$ cat config.mk
export PLATFORM = sky130hd
export DESIGN_NAME = vga_scanout_flat
export DESIGN_NICKNAME = d
export VERILOG_FILES = /design/src/rtl/vga_scanout_if.sv /design/src/rtl/vga_scanout.sv /design/src/flat_wrapper.sv
export SDC_FILE = /design/constraint.sdc
export NUM_CORES = 1
export LEC_CHECK = 0
export CAP_MARGIN = 15
export CORE_AREA = 4 4 411 413
export CTS_CLUSTER_SIZE = 10
export DETAILED_ROUTE_END_ITERATION = 6
export DIE_AREA = 0 0 415 417
export PLACE_DENSITY_LB_ADDON = 0.2
export SYNTH_ARGS = -nofsm -noshare
export SYNTH_HDL_FRONTEND = slang
export SYNTH_SLANG_ARGS = --single-unit
$ cat constraint.sdc
create_clock -name CLK -period 3.4 [get_ports CLK]
set_input_delay 0.34 -clock CLK [delete_from_list [all_inputs] [get_ports CLK]]
set_output_delay 0.34 -clock CLK [all_outputs]
set_load 0.05 [all_outputs]
$ cat src/rtl/vga_scanout_if.sv
// -----------------------------------------------------------------------------
// vga_scanout_if
// Avalon-MM register bus between the host (master) and vga_scanout (slave).
//   AVL_READ      master -> slave  read strobe
//   AVL_WRITE     master -> slave  write strobe
//   AVL_CS        master -> slave  chip select, qualifies read and write
//   AVL_ADDR      master -> slave  6-bit word address
//   AVL_WRITEDATA master -> slave  32-bit write data
//   AVL_READDATA  slave -> master  32-bit read data, valid one CLK after a read
// -----------------------------------------------------------------------------
interface vga_scanout_if;
    logic        AVL_READ;
    logic        AVL_WRITE;
    logic        AVL_CS;
    logic [5:0]  AVL_ADDR;
    logic [31:0] AVL_WRITEDATA;
    logic [31:0] AVL_READDATA;

    modport master (
        output AVL_READ, AVL_WRITE, AVL_CS, AVL_ADDR, AVL_WRITEDATA,
        input  AVL_READDATA
    );

    modport slave (
        input  AVL_READ, AVL_WRITE, AVL_CS, AVL_ADDR, AVL_WRITEDATA,
        output AVL_READDATA
    );
endinterface

$ cat src/rtl/vga_scanout.sv
// -----------------------------------------------------------------------------
// vga_scanout
// VGA timing generator and palette lookup stage that sits behind the frame
// buffer controller. Produces the scan coordinates, samples the returned colour
// index one pixel later, maps it through a 32 x 24-bit palette and drives the
// DAC/sync pins. Software sees the palette, a status word and a control word.
//
// Ports
//   CLK          system clock (pixel rate is CLK/2)
//   RESET        synchronous, active-low reset
//   avl          Avalon-MM slave (palette 0..31, STATUS 32, CTRL 33)
//   fb_color     palette index returned by the frame buffer
//   fb_drawX/Y   scan coordinates presented to the frame buffer
//   VGA_CLK      pixel clock (equals the internal pixel enable)
//   VGA_HS/VS    active-low syncs, aligned with RGB
//   VGA_BLANK_N  low outside the visible area
//   VGA_R/G/B    pixel colour
//   frame_start  one-CLK pulse when the counters wrap to (0,0)
// -----------------------------------------------------------------------------
module vga_scanout #(
    parameter int H_VISIBLE = 640,
    parameter int H_TOTAL   = 800,
    parameter int V_VISIBLE = 480,
    parameter int V_TOTAL   = 525
) (
    input  logic         CLK,
    input  logic         RESET,
    vga_scanout_if.slave avl,
    input  logic [4:0]   fb_color,
    output logic [9:0]   fb_drawX,
    output logic [9:0]   fb_drawY,
    output logic         VGA_CLK,
    output logic         VGA_HS,
    output logic         VGA_VS,
    output logic         VGA_BLANK_N,
    output logic [7:0]   VGA_R,
    output logic [7:0]   VGA_G,
    output logic [7:0]   VGA_B,
    output logic         frame_start
);

    // Porch and sync widths are fixed; only the visible/total sizes move.
    localparam logic [9:0] L_H_LAST     = 10'(H_TOTAL - 1);
    localparam logic [9:0] L_V_LAST     = 10'(V_TOTAL - 1);
    localparam logic [9:0] L_H_VIS      = 10'(H_VISIBLE);
    localparam logic [9:0] L_V_VIS      = 10'(V_VISIBLE);
    localparam logic [9:0] L_HS_START   = 10'(H_VISIBLE + 16);
    localparam logic [9:0] L_HS_STOP    = 10'(H_VISIBLE + 16 + 96);
    localparam logic [9:0] L_VS_START   = 10'(V_VISIBLE + 10);
    localparam logic [9:0] L_VS_STOP    = 10'(V_VISIBLE + 12);
    localparam logic [5:0] L_ADDR_STAT  = 6'd32;
    localparam logic [5:0] L_ADDR_CTRL  = 6'd33;

    logic        r_pix_en;
    logic [9:0]  r_h;
    logic [9:0]  r_v;
    logic [9:0]  r_draw_x;
    logic [9:0]  r_draw_y;
    logic        r_hs_n;
    logic        r_vs_n;
    logic        r_blank_n;
    logic [23:0] r_rgb;
    logic        r_frame_start;
    logic [15:0] r_frame_count;
    logic        r_enable;
    logic [31:0] r_readdata;
    logic [23:0] r_palette [0:31];

    logic        w_visible;
    logic        w_hs_n;
    logic        w_vs_n;
    logic        w_in_vblank;
    logic [23:0] w_lookup;
    logic        w_pal_wr;
    logic        w_ctrl_wr;
    logic        w_rd_en;
    logic [31:0] w_rd_data;
    logic        w_unused_wdata;

    // The top byte of a palette write has no storage behind it.
    assign w_unused_wdata = &{1'b0, avl.AVL_WRITEDATA[31:24]};

    // Sync/blank decode and bus strobes. Decoding uses the presented
    // coordinates (one pixel behind the counters) so that the registered
    // result lines up with the RGB of the same pixel.
    always_comb begin
        w_visible   = (r_draw_x < L_H_VIS) && (r_draw_y < L_V_VIS);
        w_hs_n      = !((r_draw_x >= L_HS_START) && (r_draw_x < L_HS_STOP));
        w_vs_n      = !((r_draw_y >= L_VS_START) && (r_draw_y < L_VS_STOP));
        w_in_vblank = (r_draw_y >= L_V_VIS);
        w_lookup    = r_palette[fb_color];
        w_pal_wr    = avl.AVL_CS && avl.AVL_WRITE && (avl.AVL_ADDR[5] == 1'b0);
        w_ctrl_wr   = avl.AVL_CS && avl.AVL_WRITE && (avl.AVL_ADDR == L_ADDR_CTRL);
        w_rd_en     = avl.AVL_CS && avl.AVL_READ;
    end

    // Register-map read multiplexer; unmapped words read as zero.
    always_comb begin
        w_rd_data = 32'h0000_0000;
        if (avl.AVL_ADDR[5] == 1'b0) begin
            w_rd_data = {8'h00, r_palette[avl.AVL_ADDR[4:0]]};
        end else begin
            case (avl.AVL_ADDR)
                L_ADDR_STAT: w_rd_data = {r_frame_count, 15'h0000, w_in_vblank};
                L_ADDR_CTRL: w_rd_data = {31'h0000_0000, r_enable};
                default:     w_rd_data = 32'h0000_0000;
            endcase
        end
    end

    // Palette storage, deliberately not reset. The lookup reads the array in
    // the same edge, so a colliding write returns the old entry this pixel.
    always_ff @(posedge CLK) begin
        if (RESET && w_pal_wr) begin
            r_palette[avl.AVL_ADDR[4:0]] <= avl.AVL_WRITEDATA[23:0];
        end
    end

    // Pixel enable, counters, coordinate outputs and the registered pixel stage.
    always_ff @(posedge CLK) begin
        if (!RESET) begin
            r_pix_en      <= 1'b0;
            r_h           <= 10'd0;
            r_v           <= 10'd0;
            r_draw_x      <= 10'd0;
            r_draw_y      <= 10'd0;
            r_hs_n        <= 1'b1;
            r_vs_n        <= 1'b1;
            r_blank_n     <= 1'b0;
            r_rgb         <= 24'h000000;
            r_frame_start <= 1'b0;
            r_frame_count <= 16'd0;
        end else begin
            r_pix_en      <= ~r_pix_en;
            r_frame_start <= 1'b0;
            if (r_pix_en) begin
                r_draw_x  <= r_h;
                r_draw_y  <= r_v;
                r_hs_n    <= w_hs_n;
                r_vs_n    <= w_vs_n;
                r_blank_n <= w_visible;
                r_rgb     <= (w_visible && r_enable) ? w_lookup : 24'h000000;
                if (r_h == L_H_LAST) begin
                    r_h <= 10'd0;
                    if (r_v == L_V_LAST) begin
                        r_v           <= 10'd0;
                        r_frame_start <= 1'b1;
                        r_frame_count <= r_frame_count + 16'd1;
                    end else begin
                        r_v <= r_v + 10'd1;
                    end
                end else begin
                    r_h <= r_h + 10'd1;
                end
            end
        end
    end

    // Control register and read-data holding register.
    always_ff @(posedge CLK) begin
        if (!RESET) begin
            r_enable   <= 1'b0;
            r_readdata <= 32'h0000_0000;
        end else begin
            if (w_ctrl_wr) begin
                r_enable <= avl.AVL_WRITEDATA[0];
            end
            if (w_rd_en) begin
                r_readdata <= w_rd_data;
            end
        end
    end

    assign avl.AVL_READDATA = r_readdata;
    assign fb_drawX         = r_draw_x;
    assign fb_drawY         = r_draw_y;
    assign VGA_CLK          = r_pix_en;
    assign VGA_HS           = r_hs_n;
    assign VGA_VS           = r_vs_n;
    assign VGA_BLANK_N      = r_blank_n;
    assign VGA_R            = r_rgb[23:16];
    assign VGA_G            = r_rgb[15:8];
    assign VGA_B            = r_rgb[7:0];
    assign frame_start      = r_frame_start;

endmodule
$ cat src/flat_wrapper.sv
// flat-port wrapper written by rule: the top's interface ports become plain ports
module vga_scanout_flat 
#(
    parameter int H_VISIBLE = 640,
    parameter int H_TOTAL   = 800,
    parameter int V_VISIBLE = 480,
    parameter int V_TOTAL   = 525
)
  (CLK, RESET, fb_color, fb_drawX, fb_drawY, VGA_CLK, VGA_HS, VGA_VS, VGA_BLANK_N, VGA_R, VGA_G, VGA_B, frame_start, avl_AVL_READ, avl_AVL_WRITE, avl_AVL_CS, avl_AVL_ADDR, avl_AVL_WRITEDATA, avl_AVL_READDATA);
  vga_scanout_if avl_i ();
  input  logic CLK;
  input  logic RESET;
  input  logic [4:0] fb_color;
  output logic [9:0] fb_drawX;
  output logic [9:0] fb_drawY;
  output logic VGA_CLK;
  output logic VGA_HS;
  output logic VGA_VS;
  output logic VGA_BLANK_N;
  output logic [7:0] VGA_R;
  output logic [7:0] VGA_G;
  output logic [7:0] VGA_B;
  output logic frame_start;
  input wire logic [$bits(avl_i.AVL_READ)-1:0] avl_AVL_READ;
  input wire logic [$bits(avl_i.AVL_WRITE)-1:0] avl_AVL_WRITE;
  input wire logic [$bits(avl_i.AVL_CS)-1:0] avl_AVL_CS;
  input wire logic [$bits(avl_i.AVL_ADDR)-1:0] avl_AVL_ADDR;
  input wire logic [$bits(avl_i.AVL_WRITEDATA)-1:0] avl_AVL_WRITEDATA;
  output wire logic [$bits(avl_i.AVL_READDATA)-1:0] avl_AVL_READDATA;
  assign avl_i.AVL_READ = avl_AVL_READ;
  assign avl_i.AVL_WRITE = avl_AVL_WRITE;
  assign avl_i.AVL_CS = avl_AVL_CS;
  assign avl_i.AVL_ADDR = avl_AVL_ADDR;
  assign avl_i.AVL_WRITEDATA = avl_AVL_WRITEDATA;
  assign avl_AVL_READDATA = avl_i.AVL_READDATA;
  vga_scanout #(.H_VISIBLE(H_VISIBLE), .H_TOTAL(H_TOTAL), .V_VISIBLE(V_VISIBLE), .V_TOTAL(V_TOTAL)) u_core (.CLK(CLK), .RESET(RESET), .avl(avl_i), .fb_color(fb_color), .fb_drawX(fb_drawX), .fb_drawY(fb_drawY), .VGA_CLK(VGA_CLK), .VGA_HS(VGA_HS), .VGA_VS(VGA_VS), .VGA_BLANK_N(VGA_BLANK_N), .VGA_R(VGA_R), .VGA_G(VGA_G), .VGA_B(VGA_B), .frame_start(frame_start));
endmodule
==> load_flow_metrics.sql, run 1 <==
INSERT INTO impl_metrics (metric_group, metric, value, unit) VALUES
('grt', 'groute.usage.overall', '17.1', '%'),
('timing', 'report.final.slew_viol_count', '0', ''),
('yosys', 'yosysWarnings', '0', ''),
('timing', 'totalNegativeSetupSlack', '0', 'ps'),
('timing', 'relSlewSlack', '26.3', '%'),
('detailed_routing', 'wire_per_inst', '30.7', 'um'),
('yosys', 'synth_simple_gate_area_share', '4.52', '%'),
('worst_setup_path', 'r2r_end', 'u_core.r_frame_count[14]$_SDFFE_PN0P_', ''),
('floorplanning', 'fp.dieArea', '173000', 'um^2'),
('run_status', 'status', 'complete, no violations', ''),
('yosys', 'number_of_nets_produced_by_synthesis', '2499', ''),
('worst_setup_path', 'endpoint_type_of_the_worst_setup_path', 'output port', ''),
('timing', 'tightest_slew', '1100', 'ps'),
('min_path', 'hold_path_class', 'input pin to flop', ''),
('detailed_routing', 'drtAntennaViolNets', '0', ''),
('worst_setup_path', 'cell_count_of_the_worst_reg_to_reg_path', '5', ''),
('clock_tree', 'tritoncts.num_buffers', '105', ''),
('power_and_ir_drop', 'irDropWorstVdd', '486', 'uV'),
('worst_setup_path', 'setup.worst_path.end', 'VGA_CLK', ''),
('yosys', 'yosys_register_bits', '886', ''),
('timing', 'share_of_the_clock_period_used_by_the_worst_path_after_layout', '80.2', '%'),
('detailed_routing', 'routed-via-count', '25600', ''),
('clock_tree', 'clkTransAtPathRegs', '50', 'ps'),
('clock_tree', 'cts-root-buf', 'sky130_fd_sc_hd__clkbuf_16', ''),
('yosys', 'synth.area.top_cells', 'sky130_fd_sc_hd__edfxtp_1 (58%), sky130_fd_sc_hd__mux4_2 (11%), sky130_fd_sc_hd__mux2i_1 (11%)', ''),
('yosys', 'post_synthesis_mean_instance_area', '16.2', 'um^2'),
('grt', 'vias_in_the_first_global_route', '26000', ''),
('clock_tree', 'post_cts_hold_buffer_count', '0', ''),
('clock_tree', 'cts-htree-levels', '3', ''),
('detailed_routing', 'drt_wl_total', '152000', 'um'),
('yosys', 'synth_area', '39600', 'um^2'),
('floorplanning', 'fp.dieW', '415', 'um'),
('detailed_routing', 'detailed_route_vias_per_instance', '5.17', ''),
('worst_setup_path', 'arrival', '2390', 'ps'),
('final_layout', 'area_growth', '22.6', '%'),
('worst_setup_path', 'start_kind', 'flop', ''),
('yosys', 'synth_seq_area_share', '64.3', '%'),
('floorplanning', 'die_h', '417', 'um'),
('yosys', 'synth_xor_area_share', '0.509', '%'),
('worst_setup_path', 'worst_r2r_startpoint', 'u_core.r_h[5]$_SDFFE_PN0P_', ''),
('final_layout', 'layout.cell_area.non_filler', '48500', 'um^2'),
('grt', 'pin_count_of_the_biggest_net_entering_global_routing', '70', ''),
('detailed_routing', 'drt-pass1-iter-count', '5', ''),
('clock_tree', 'number_of_sinks_on_the_clock_net', '886', ''),
('yosys', 'postSynth.topFlopCell', 'sky130_fd_sc_hd__edfxtp_1', ''),
('timing', 'rsz0062_at_grt', 'false', ''),
('grt', 'global_route.usage.met3', '3.43', '%'),
('yosys', 'synth_enable_flop_cells', '768', ''),
('grt', 'grt_antenna_before_repair', '10', ''),
('timing', 'final.min_clock_period', '2730', 'ps'),
('power_and_ir_drop', 'cellPowerDensity', '501', 'nW/um^2'),
('detailed_routing', 'drt-initial-drc-count', '2420', ''),
('timing', 'clock.fmax', '367', 'MHz'),
('worst_setup_path', 'cp_class', 'flop to output port', ''),
('detailed_routing', 'detail_route.drc_violations', '0', ''),
('clock_tree', 'clock_tree.buffer_depth', '3', ''),
('grt', 'busiest_layer', 'met2', ''),
('yosys', 'largest_family_of_logic_cells_by_synthesized_area', 'multiplexers', ''),
('worst_setup_path', 'timing.critical_path.fanout_max', '30', ''),
('worst_setup_path', 'worst-r2r-setup-slack', '860', 'ps'),
('yosys', 'leading_cell_type_by_number_of_instances_after_synthesis', 'sky130_fd_sc_hd__edfxtp_1', ''),
('yosys', 'post_synth_mux_area_share', '22.0', '%'),
('yosys', 'post_synthesis_share_of_cell_area_spent_on_full_adders_half_adders_and_majority_gates', '0.127', '%'),
('power_and_ir_drop', 'power.leakage', '16.3', 'nW'),
('final_layout', 'nets', '2738', ''),
('yosys', 'synth_top_area_share', '58.3', '%'),
('place', 'gp_congestion', '0.825', ''),
('place', 'place.port_buffers', '120', ''),
('worst_setup_path', 'crit_start', 'u_core.VGA_CLK$_SDFF_PN0_', ''),
('yosys', 'synth_async_sr_flop_share', '0', '%'),
('grt', 'met2_grt_util', '27.6', '%');
-- per-layer routing --
layer  up-vias  share of wire (%)
li1      10600                  -
met1     13700                 43
met2      1140                 47
met3       255                7.0
met4         2                3.3
met5         -             0.0066
-- power by group --
part           total, W  switching [W]  internal, W
Clock            0.0107        0.00457      0.00617
Sequential       0.0119      0.0000252       0.0118
Combinational   0.00169        0.00103     0.000656
-- area by class of cell --
cell class                      count  area [um^2]
Inverter                           12         45.0
Timing Repair Buffer              313         3300
Clock inverter                     17          255
Antenna cell                        2         5.00
Sequential cell                   886        25400
Multi-Input combinational cell   1368        13700
Clock buffer                      176         3000
Tap cell                         2189         2740
Fill cell                       16400       116000
-- worst min-delay path by stage --
stage                                             to                       start  cells after the start  slack, ps
floorplan           u_core.r_palette[0][0]$_DFFE_PP_        avl_AVL_WRITEDATA[0]                      0        440
global placement          u_core.VGA_HS$_SDFFE_PN1P_  u_core.VGA_HS$_SDFFE_PN1P_                      2        440
detailed placement        u_core.VGA_HS$_SDFFE_PN1P_  u_core.VGA_HS$_SDFFE_PN1P_                      2        440
CTS                    u_core.r_rgb[21]$_SDFFE_PN0P_                 fb_color[3]                      3        290
global route           u_core.r_rgb[21]$_SDFFE_PN0P_                 fb_color[3]                      3        320
finish                 u_core.r_rgb[21]$_SDFFE_PN0P_                 fb_color[3]                      3        340
-- kinds of logic after synthesis --
logic type | after synthesis
XOR/XNOR | 23
buffers and inverters | 193
multiplexers | 624
AO/OA/AOI/OAI | 386
flip-flops | 886
AND/OR/NAND/NOR | 331
adder cells (fa/ha/maj) | 4
-- placed cells by master (no fill, tap or decap), types with 48 or more instances in the layout --
cell type,count
sky130_fd_sc_hd__o22ai_1,189
sky130_fd_sc_hd__clkbuf_1,60
sky130_fd_sc_hd__dfxtp_1,117
sky130_fd_sc_hd__mux2i_1,428
sky130_fd_sc_hd__buf_4,144
sky130_fd_sc_hd__nand2_1,59
sky130_fd_sc_hd__a22oi_1,54
sky130_fd_sc_hd__nor4_1,52
sky130_fd_sc_hd__edfxtp_1,768
sky130_fd_sc_hd__clkbuf_16,105
sky130_fd_sc_hd__nor2_1,58
sky130_fd_sc_hd__mux4_2,195
sky130_fd_sc_hd__buf_12,48
sky130_fd_sc_hd__clkdlybuf4s50_1,115
-- flip-flops by register name, summed over array words and instances (netlist names) --
signal	count
u_core.r_palette	768
u_core.avl.AVL_READDATA	32
u_core.r_rgb	24
u_core.r_frame_count	16
u_core.fb_drawX	10
u_core.fb_drawY	10
u_core.r_h	10
u_core.r_v	10
u_core.VGA_BLANK_N	1
u_core.VGA_CLK	1
u_core.VGA_HS	1
u_core.VGA_VS	1
u_core.frame_start	1
u_core.r_enable	1
-- critical path, cell delays in order, from the launching register on --
cell	delay [ps]
sky130_fd_sc_hd__dfxtp_2	370
sky130_fd_sc_hd__buf_4	400
sky130_fd_sc_hd__clkdlybuf4s50_1	890
-- stage by stage --
stage	total power (W)	setup WS [ps]	utilization (%)	std cells	hold WS, ps
final	0.0243	673	29.4	4963	338
after global routing	0.0251	555	29.4	4961	320
after CTS	0.0246	594	29.4	4959	286
after detailed placement	0.0138	455	27.4	4766	443
after global placement	0.0138	455	27.4	4766	442
after floorplan	0.0130	276	-	2447	439
Note: power is estimated with default switching activity, not from simulation.
==> run 2: changes to the inputs <==
- clock period: 3.4 -> 2.7 ns (I/O delays scaled with it)
==> load_flow_metrics.sql, run 2 (same netlist as run 1, synthesis figures left out) <==
INSERT INTO impl_metrics (metric_group, metric, value, unit) VALUES
('run_status', 'status', 'complete, no violations', ''),
('power_and_ir_drop', 'power.leakage', '16.8', 'nW'),
('power_and_ir_drop', 'power_switching', '0.00698', 'W'),
('clock_tree', 'post_cts.repair.setup_buffers', '0', ''),
('detailed_routing', 'routed-via-count', '25700', ''),
('timing', 'relSlewSlack', '24.7', '%'),
('timing', 'hold_slack', '201', 'ps'),
('timing', 'report.final.slew_viol_count', '0', ''),
('final_layout', 'layout.cell_area.non_filler', '49800', 'um^2'),
('power_and_ir_drop', 'swShare', '23.1', '%'),
('power_and_ir_drop', 'power.total', '0.0302', 'W'),
('grt', 'vias_in_the_first_global_route', '26400', ''),
('worst_setup_path', 'cp_class', 'flop to flop', ''),
('worst_setup_path', 'start_kind', 'flop', ''),
('detailed_routing', 'drtAntennaViolNets', '0', ''),
('clock_tree', 'clock_latency', '730', 'ps'),
('final_layout', 'layout.cells.most_common', 'sky130_fd_sc_hd__edfxtp_1', ''),
('clock_tree', 'number_of_sinks_on_the_clock_net', '886', ''),
('final_layout', 'diodes', '0', ''),
('worst_setup_path', 'timing.critical_path.fanout_max', '7', ''),
('clock_tree', 'tritoncts.num_buffers', '104', ''),
('timing', 'setup_viol', '0', ''),
('final_layout', 'largest_register_ff_count', '768', ''),
('clock_tree', 'clock_tree.buffer_depth', '3', ''),
('detailed_routing', 'drt-pass1-iter-count', '6', ''),
('grt', 'pin_count_of_the_biggest_net_entering_global_routing', '50', ''),
('power_and_ir_drop', 'irDropWorstVdd', '609', 'uV'),
('timing', 'final.setup_skew', '23.1', 'ps'),
('clock_tree', 'cts-root-buf', 'sky130_fd_sc_hd__clkbuf_16', ''),
('timing', 'tightest_slew', '1130', 'ps'),
('floorplanning', 'die_h', '417', 'um'),
('place', 'place.port_buffers', '120', ''),
('power_and_ir_drop', 'combinational_cell_fraction_of_total_power', '7.5', '%'),
('timing', 'clock.fmax', '392', 'MHz'),
('detailed_routing', 'detail_route.drc_violations', '0', ''),
('final_layout', 'layout_common_cells', 'sky130_fd_sc_hd__edfxtp_1 (768), sky130_fd_sc_hd__mux2i_1 (428), sky130_fd_sc_hd__mux4_2 (195)', ''),
('grt', 'grt-ovfl-total', '0', ''),
('final_layout', 'final_layout_size_suffix_gt1_share', '22.8', '%'),
('detailed_routing', 'wire_per_inst', '30.5', 'um'),
('timing', 'final.min_clock_period', '2550', 'ps'),
('place', 'gp_congestion', '0.832', ''),
('clock_tree', 'cts_tree', 'done', ''),
('worst_setup_path', 'endpoint_type_of_the_worst_setup_path', 'flop', ''),
('final_layout', 'area_growth', '26.0', '%'),
('final_layout', 'nets', '2812', ''),
('place', 'post_dp_cell_area', '46800', 'um^2'),
('timing', 'share_of_the_clock_period_used_by_the_worst_path_after_layout', '94.5', '%'),
('grt', 'groute.usage.overall', '17.3', '%'),
('place', 'dp.cells', '4843', ''),
('final_layout', 'layout.cells.non_filler', '5030', ''),
('floorplanning', 'placementRows', '149', ''),
('timing', 'hold_violations', '0', ''),
('place', 'detail_placement_hpwl', '98000', 'um'),
('floorplanning', 'io_pins', '129', ''),
('grt', 'global_route_wire_length_before_repair', '212000', 'um'),
('power_and_ir_drop', 'power.share.sequential', '49.5', '%'),
('worst_setup_path', 'worst_ep_required_time', '3340', 'ps'),
('worst_setup_path', 'arrival', '3190', 'ps'),
('clock_tree', 'clkTransAtPathRegs', '60', 'ps'),
('floorplanning', 'floorplan.initialDensity', '24.0', '%'),
('detailed_routing', 'drt-initial-drc-count', '2352', ''),
('min_path', 'hold_path_class', 'input pin to flop', ''),
('detailed_routing', 'detailed_route_vias_per_instance', '5.11', ''),
('grt', 'grt_antenna_before_repair', '2', ''),
('power_and_ir_drop', 'cell_internal_pwr', '0.0232', 'W'),
('timing', 'rsz0062_at_grt', 'false', ''),
('job', 'maxCapViolations', '0', ''),
('detailed_routing', 'drt_wl_total', '154000', 'um'),
('floorplanning', 'fp.dieArea', '173000', 'um^2'),
('power_and_ir_drop', 'cellPowerDensity', '606', 'nW/um^2'),
('floorplanning', 'core_area', '165000', 'um^2'),
('floorplanning', 'fp.dieW', '415', 'um'),
('clock_tree', 'cts-htree-levels', '3', ''),
('power_and_ir_drop', 'clkPwrFrac', '43.0', '%');
-- run 2: cell count changes in the layout (fill, tap and decap cells not counted), sizes merged, moves of 2 or more --
cell / before / now
diode: 2 / 0
bufinv: 2 / 0
buf: 198 / 273
clkinv: 13 / 17
clkbuf: 176 / 169
-- run 2: worst max-delay path, stage by stage, from the launching register on --
cell	delay, ps
sky130_fd_sc_hd__dfxtp_1	370
sky130_fd_sc_hd__or4b_4	600
sky130_fd_sc_hd__or4_4	470
sky130_fd_sc_hd__nor4_4	550
sky130_fd_sc_hd__nor3b_2	290
sky130_fd_sc_hd__mux2i_1	200
-- run 2: repair_timing --
action | in CTS | in global routing
endpoints found under the setup margin | 0 | 1
hold endpoints to repair | 0 | 0
gates resized for setup | 0 | 1
hold buffers | 0 | 0
-- run 2: cell type report --
type	count	area (um^2)
Timing Repair Buffer	388	4850
Sequential cell	886	25400
Clock buffer	169	2930
Tap cell	2189	2740
Inverter	12	45.0
Multi-Input combinational cell	1368	13700
Clock inverter	18	140
Fill cell	16300	115000
-- run 2: layer usage --
metal	global-route usage, %	share of wire [%]
met1	22.9	42
met2	28.8	48
met3	2.97	6.2
met4	5.60	3.4
met5	0	0
-- run 2: worst paths after layout --
kind	from	end	slack [ps]	depth (start not counted)
max	u_core.r_h[5]$_SDFFE_PN0P_	u_core.r_frame_count[15]$_SDFFE_PN0P_	150	5
min	fb_color[3]	u_core.r_rgb[23]$_SDFFE_PN0P_	200	3
max reg2reg	u_core.r_h[5]$_SDFFE_PN0P_	u_core.r_frame_count[15]$_SDFFE_PN0P_	150	5
min reg2reg	u_core.VGA_HS$_SDFFE_PN1P_	u_core.VGA_HS$_SDFFE_PN1P_	450	2
-- run 2: power groups by stage --
stage	Sequential, W	Combinational (W)	Clock (W)
floorplan	0.0153	0.00113	0
global placement	0.0152	0.00225	0
detailed placement	0.0152	0.00226	0
CTS	0.0149	0.00226	0.0133
global route	0.0149	0.00237	0.0139
finish	0.0149	0.00225	0.0130
-- run 2: through the flow --
stage,worst slack (ps),TNS (ps),utilization (%)
floorplan,-354,-149870,-
global placement,-87.9,-316,28.4
detailed placement,-92.4,-124,28.4
CTS,3.05,0,30.2
global route,32.7,0,30.2
finish,149,0,30.2
